[src/rtl/bcd_counter_multi.sv]
// bcd_counter_multi: N-digit up/down BCD counter with enable, sanitising parallel load (load_err pulse), wrap/saturate, combinational tc; ports clk, reset_n, en, up_dn, load, load_val -> count, tc, load_err
module bcd_counter_multi #(
  parameter int NUM_DIGITS = 4,
  parameter bit SATURATE = 1'b0
) (
  input  logic                    clk,
  input  logic                    reset_n,
  input  logic                    en,
  input  logic                    up_dn,
  input  logic                    load,
  input  logic [4*NUM_DIGITS-1:0] load_val,
  output logic [4*NUM_DIGITS-1:0] count,
  output logic                    tc,
  output logic                    load_err
);
  localparam int W = 4*NUM_DIGITS;
  logic [NUM_DIGITS-1:0] is9, is0, bad;
  logic [W-1:0] stepped, clean;
  logic term;
  for (genvar i = 0; i < NUM_DIGITS; i++) begin : g_d
    localparam logic [NUM_DIGITS-1:0] M = NUM_DIGITS'((64'd1 << i) - 64'd1);
    logic [3:0] d, lv, inc, dec;
    logic lo9, lo0;
    assign d = count[4*i+:4];
    assign lv = load_val[4*i+:4];
    assign is9[i] = d == 4'd9;
    assign is0[i] = d == 4'd0;
    assign lo9 = (is9 & M) == M;
    assign lo0 = (is0 & M) == M;
    assign inc = is9[i] ? 4'd0 : d + 4'd1;
    assign dec = is0[i] ? 4'd9 : d - 4'd1;
    assign stepped[4*i+:4] = up_dn ? (lo9 ? inc : d) : (lo0 ? dec : d);
    assign bad[i] = lv > 4'd9;
    assign clean[4*i+:4] = bad[i] ? 4'd0 : lv;
  end
  assign term = up_dn ? &is9 : &is0;
  assign tc = en & ~load & term;
  always_ff @(posedge clk or negedge reset_n) begin
    if (!reset_n) begin
      count <= '0;
      load_err <= 1'b0;
    end else begin
      load_err <= load & |bad;
      if (load) count <= clean;
      else if (en && !(SATURATE && term)) count <= stepped;
    end
  end
endmodule

[config.mk]
export PLATFORM = sky130hd
export DESIGN_NAME = bcd_counter_multi
export DESIGN_NICKNAME = d
export VERILOG_FILES = /design/src/rtl/bcd_counter_multi.sv
export SDC_FILE = /design/constraint.sdc
export NUM_CORES = 1
export LEC_CHECK = 0
export ABC_CLOCK_PERIOD_IN_PS = 1750
export CELL_PAD_IN_SITES_DETAIL_PLACEMENT = 1
export CELL_PAD_IN_SITES_GLOBAL_PLACEMENT = 1
export CORE_AREA = 2 2 73 75
export CTS_BUF_LIST = sky130_fd_sc_hd__clkbuf_4
export DETAILED_ROUTE_END_ITERATION = 8
export DIE_AREA = 0 0 75 77
export PLACE_DENSITY = 0.8
export SYNTH_ARGS = -nofsm -noshare
export SYNTH_HDL_FRONTEND = slang
export SYNTH_SLANG_ARGS = --single-unit
[constraint.sdc]
create_clock -name clk -period 1.75 [get_ports clk]
set_input_delay 0.2625 -clock clk [delete_from_list [all_inputs] [get_ports clk]]
set_output_delay 0.2625 -clock clk [all_outputs]
set_load 0.01 [all_outputs]
==> results of run 1 <==
==> routing by layer <==
| layer | global-route usage (%) | vias up | share of wire, % |
|---|---|---|---|
| met1 | 28.7 | 951 | 43 |
| li1 | - | 930 | - |
| met2 | 38.9 | 49 | 52 |
| met4 | 5.36 | 0 | 2.3 |
| met3 | 1.18 | 14 | 2.3 |
| met5 | 0 | - | 0 |
==> synth_stat cells, drive strengths merged (3+ instances only) <==
cell type | instances | area, um2
o21ai | 26 | 130
mux2 | 3 | 33.8
a311oi | 3 | 26.3
nand2b | 9 | 56.3
a21oi | 13 | 65.1
xnor2 | 6 | 52.6
a31oi | 4 | 25.0
nand3 | 8 | 45.0
o22ai | 3 | 18.8
buf | 13 | 76.3
or2 | 3 | 18.8
dfrtp | 17 | 425
nor3 | 6 | 41.3
nor4 | 8 | 77.6
inv | 8 | 30.0
nand3b | 5 | 37.5
nand2 | 17 | 63.8
clkbuf | 7 | 27.5
nor2 | 19 | 71.3
a221oi | 3 | 26.3
==> cell usage in the layout, fill, tap and decap left out, drive strengths merged, types with 2 or more instances in the layout <==
cell type       n
nand2          17
o22ai           3
dlygate4sd2     4
nor4            8
a221o           2
dfrtp          17
nor2           19
clkdlybuf4s50  27
a311oi          3
xnor2           6
clkbuf          4
dlymetal6s2s    6
a32o            2
a221oi          3
inv             8
and4bb          2
nand3b          5
a31oi           4
o21ai          26
nand2b          9
o211ai          2
nand3           8
nor3            6
buf            58
a2111oi         2
mux2            3
a21oi          13
or2             3
==> stage by stage <==
step | hold slack, ns | utilization, %
6_report | 0.277 | 52.9
5_1_grt | 0.287 | 52.9
4_1_cts | 0.286 | 50.9
3_5_place_dp | 0.627 | 46.1
3_3_place_gp | 0.612 | 46.1
2_1_floorplan | -0.0331 | -
==> area by class of cell <==
class,instances,area (um2)
multi-input cells,163,1190
clock buffers,4,30.0
inverters,8,30.0
repair buffers,95,870
fillers,591,2340
flip-flops and latches,17,429
well taps,70,87.6
==> power breakdown <==
part	switching (mW)	internal, mW
logic	0.748	0.835
clock network	0.139	0.104
registers	0.120	0.489
==> flip-flops by register name (all words and copies together) (netlist names) <==
signal    cells
count        16
load_err      1
==> worst paths after layout <==
path	endpoint	slack [ns]	cells past startpoint
worst min register to register	count[12]	0.69	2
worst max-delay path	tc	-0.20	3
min in group clk	count[4]	0.60	3
worst min-delay path	count[9]	0.28	2
max in group asynchronous	count[2]	1.26	2
worst max register to register	count[14]	-0.17	6
==> logic make-up after synthesis <==
kind of cell,count (synthesis)
simple gates,84
xor+xnor,6
compound gates,69
flops,17
buf+inv,28
mux,4
==> timing repair <==
| action | CTS | global route |
|---|---|---|
| hold buffers | 0 | 0 |
| pin swaps | 11 | 6 |
| resized for setup | 32 | 28 |
| setup endpoints to repair | 15 | 22 |
| endpoints found under the hold margin | 0 | 0 |
| buffers inserted | 16 | 1 |
==> qor.yml, run 1 <==
cts:
  cts_tree: "yes"
  clkSinkCount: 17
  clk_pin_slew_worst_paths_ns: 0.11
  clock_path_buffers: 2
  clk_latency_ns: 0.30
  cts_htree_levels: 1
  cts_made_buffers: 3
  cts_root_buffer: "clkbuf_4"
detailed_routing:
  vias: 1944
  drt_iter0_markers: 62
  post-route-drc-count: 0
  routed_wl_mm: 6.29
  antenna_left: 0
  first_pass_iters: 4
  wl_per_cell_um: 17.6
  routed_via_density: 5.45
worst_setup_path:
  r2r-start: "count[5]"
  critPathMaxFanout: 2
  crit_chain: "or4_4 -> o41ai_2 -> buf_2"
  start_kind: "flip-flop"
  cp.arrival_ns: 1.69
  critPathMaxStageDelay_ns: 0.54
  critPathKind: "flip-flop to output port"
  startpoint: "count[12]"
  cp-end-kind: "output port"
  crit_required_ns: 1.49
  critPathTopFamily: "simple AND/OR/NAND/NOR gates"
  critPathBufInv: 1
  critPathSlowestCell: "or4_4"
grt:
  antenna_found_initial: 0
  first_global_vias: 2031
  grtUsageTotal_pct: 22.0
  grt_overflow: 0
  grt_pass1_wl_mm: 10.0
  grt_max_degree: 22
synthesis:
  synth_warnings: 0
  syn_nets: 229
  synth_edf_count: 0
  synthAdderAreaFrac_pct: 0
  synthSimpleGateAreaFrac_pct: 30.5
  ys_ff_latch: 17
  synthDistinctLibCells: 51
  synthCells: 208
  muxShareOfSynthArea_pct: 2.73
  synth-xor-area-share_pct: 3.28
  synth.avg_cell_area_um2: 7.71
  synth_compound_area_share_pct: 28.6
  async_flop_share_pct: 100
  ys_seq_area_share_pct: 26.5
  netlist_area_um2: 1600
  synth_top_family_by_area: "simple AND/OR/NAND/NOR gates"
  ys.flop_type: "dfrtp_1"
floorplan:
  dieArea_um2: 5780
  fp.coreArea_um2: 4980
  die-width_um: 75
  io_pins: 39
  initial_core_util_pct: 32.2
  die_h_um: 77
  core.rowCount: 26
power_and_ir_drop:
  power_mw: 2.43
  ir_drop_mv: 0.320
  p_per_area_nw_per_um2: 924
  p_leak_nw: 1.14
timing:
  fin_crit_ns: 1.95
  finalSetupViolations: 9
  fin_setup_tns_ns: -0.968
  clock.fmax_ghz: 0.513
  slew_violations: 0
  maxSlewHeadroom_pct: 67.8
  tightest_slew_ns: 0.478
  fin_worst_skew_ns: 0.00391
  hold_viol: 0
  setup_ws_ns: -0.198
  grt_setup_unrepaired: "yes"
  fin_crit_sh_pct: 111
place:
  gp_congestion: 0.838
  place.port_buffers: 38
  dp_hpwl_mm: 4.03
  place_ws_ns: -0.560
  post_dp_cell_area_um2: 2290
  placedCellCount: 337
run_status:
  outcome: "finished, violations left"
  violations: "negative setup slack"
cells_and_area:
  design_area_um2: 2640
  area_growth_pct: 64.3
  n_antenna_cell: 0
  final_layout_size_suffix_gt1_share_pct: 33.8
  nNetsFinal: 309
  instances_no_fill: 357
flow_run:
  cap_violations: 0
worst_hold_path:
  hp-class: "input pin to asynchronous set/reset pin"
No activity file was read; power rests on OpenSTA's default activity.
==> run 2, diff against run 1 <==
Settings changed: CORE_AREA 2 2 73 75 to 10 10 81 83, CTS_CLUSTER_DIAMETER from default to 60, DIE_AREA 0 0 75 77 to 0 0 91 93, HOLD_SLACK_MARGIN from default to 0.05.
==> run 2 against run 1 <==
Via count is 0.31% higher. Critical endpoint is now count[13]. Largest cell class unchanged. Critical path depth up 3. Combinational power hardly changed. Critical path type is now flip-flop to flip-flop. The flow still finishes with violations (negative setup slack).
==> qor.yml, run 2 (synthesis gave the netlist of run 1 again) <==
run_status:
  outcome: "finished, violations left"
  violations: "negative setup slack"
worst_setup_path:
  cpMostUsedCell: "buf_6"
  critPathSlowestCell: "dfrtp_1"
  crit_chain: "nor4_4 -> nand3_2 -> buf_6 -> a211oi_4 -> buf_6 -> mux2_4"
  cp-end-kind: "flip-flop"
  start_kind: "flip-flop"
  critPathMaxStageDelay_ns: 0.43
  cp.arrival_ns: 2.16
  critPathKind: "flip-flop to flip-flop"
  critPathMaxFanout: 3
  crit_required_ns: 1.95
floorplan:
  die_h_um: 93
  io_pins: 39
  initial_core_util_pct: 32.0
  die-width_um: 91
  core.rowCount: 26
  dieArea_um2: 8460
  fp.coreArea_um2: 5010
place:
  dp_hpwl_mm: 4.20
  post_dp_cell_area_um2: 2300
  gp_congestion: 0.829
  place.port_buffers: 38
power_and_ir_drop:
  pwr-share-comb_pct: 65.6
  seqPwrFrac_pct: 24.4
  p_leak_nw: 1.16
  ir_drop_mv: 0.340
  switchingPower_mw: 1.01
  p_per_area_nw_per_um2: 913
  switching_share_pct: 41.6
  p_int_mw: 1.42
  p_clk_share_pct: 9.9
cells_and_area:
  layout_commonest_cell: "buf_4"
  area_growth_pct: 66.3
  design_area_um2: 2670
  nNetsFinal: 314
  fillers: 616
  reg.largest.list: "count (16), load_err (1)"
  final_cell_mix: "buf_4, clkdlybuf4s50_1, o21ai_0"
  n_antenna_cell: 0
  largest_reg_flops: 16
  largest-register: "count"
  final_layout_size_suffix_gt1_share_pct: 33.9
detailed_routing:
  wl_per_cell_um: 18.8
  routed_wl_mm: 6.79
  routed_via_density: 5.39
  post-route-drc-count: 0
  vias: 1950
  first_pass_iters: 4
  drt_iter0_markers: 65
  antenna_left: 0
timing:
  fin_crit_ns: 1.96
  maxSlewHeadroom_pct: 69.6
  grt_setup_unrepaired: "yes"
  fin_crit_sh_pct: 112
  clock.fmax_ghz: 0.511
  finalSetupViolations: 11
  tightest_slew_ns: 0.451
  setup_ws_ns: -0.208
  slew_violations: 0
  fin_hold_ws_ns: 0.281
  hold_viol: 0
  fin_worst_skew_ns: 0.00429
grt:
  grt_pass1_wl_mm: 9.47
  grt_overflow: 0
  grt_max_degree: 26
  first_global_vias: 1943
  antenna_found_initial: 0
  grtUsageTotal_pct: 13.3
  met2_usage_pct: 23.6
  grt_util_met3_pct: 2.80
  gr-usage-met1_pct: 16.1
  top_usage_layer: "met2"
cts:
  cts_hold_buf: 0
  clock_path_buffers: 2
  cts_made_buffers: 3
  cts_htree_levels: 1
  cts_tree: "yes"
  clk_latency_ns: 0.30
  clk_pin_slew_worst_paths_ns: 0.11
  cts_root_buffer: "clkbuf_4"
  clkSinkCount: 17
worst_hold_path:
  hp-class: "input pin to asynchronous set/reset pin"
flow_run:
  cap_violations: 0
run 2: changes by cell type in the layout (fill, tap and decap cells not counted), sizes merged:
cell,before,now
buf,58,63
clkdlybuf4s50,27,28
dlymetal6s2s,6,5
run 2: power groups by stage:
| stage | logic [mW] | clock network (mW) | registers, mW |
|---|---|---|---|
| 5_1_grt | 1.71 | 0.272 | 0.608 |
| 3_5_place_dp | 1.35 | 0 | 0.592 |
| 4_1_cts | 1.42 | 0.244 | 0.586 |
| 2_1_floorplan | 0.720 | 0 | 0.636 |
| 3_3_place_gp | 1.31 | 0 | 0.583 |
| 6_report | 1.60 | 0.242 | 0.594 |
run 2: final timing paths:
check	startpoint	end	slack, ns	cells past startpoint
worst max register to register	count[0]	count[13]	-0.21	6
worst max-delay path	count[0]	count[13]	-0.21	6
max in group asynchronous	reset_n	count[10]	1.25	2
worst min-delay path	reset_n	count[5]	0.28	2
min in group clk	load_val[0]	count[0]	0.57	3
worst min register to register	count[12]	count[12]	0.69	2
run 2: cell type report:
cell class	instances	area [um2]	area share [%]
Clock buffer	4	30.0	1.13
Timing Repair Buffer	100	921	34.5
Sequential cell	17	427	16.0
Multi-Input combinational cell	163	1170	43.9
Tap cell	70	87.6	3.28
Inverter	8	30.0	1.13
run 2: per-layer routing:
layer	up-vias	share of wire, %
met3	15	3.5
met2	45	51
met1	951	43
met5	-	0
met4	0	2.8
li1	939	-
run 2: what timing repair did:
| item | CTS | global route |
|---|---|---|
| gates resized for setup | 24 | 33 |
| endpoints found under the hold margin | 0 | 0 |
| pin swaps | 5 | 11 |
| buffers inserted | 12 | 9 |
| endpoints found under the setup margin | 16 | 21 |
run 2: critical path: cells and delay by family, from the launching register on:
kind,cells,cell delay [ns]
simple gates,2,0.54
mux,1,0.28
buf+inv,2,0.32
compound gates,1,0.28
flops,1,0.43
run 2: through the flow:
stage               cells  power, mW  utilization, %  setup WS [ns]  TNS, ns
floorplan             208       1.36               -        -0.0468   -0.136
global placement      338       1.90            45.9         -0.484    -4.32
detailed placement    338       1.94            45.9         -0.503    -4.90
CTS                   354       2.25            49.4         -0.186   -0.670
global route          362       2.59            53.2         -0.303    -2.41
finish                362       2.44            53.2         -0.208    -1.49
==> run 3, diff against run 2 <==
Settings changed: SLEW_MARGIN from default to 20.
==> results of run 3 <==
Final layout, timing and power as in run 2 (identical DEF).
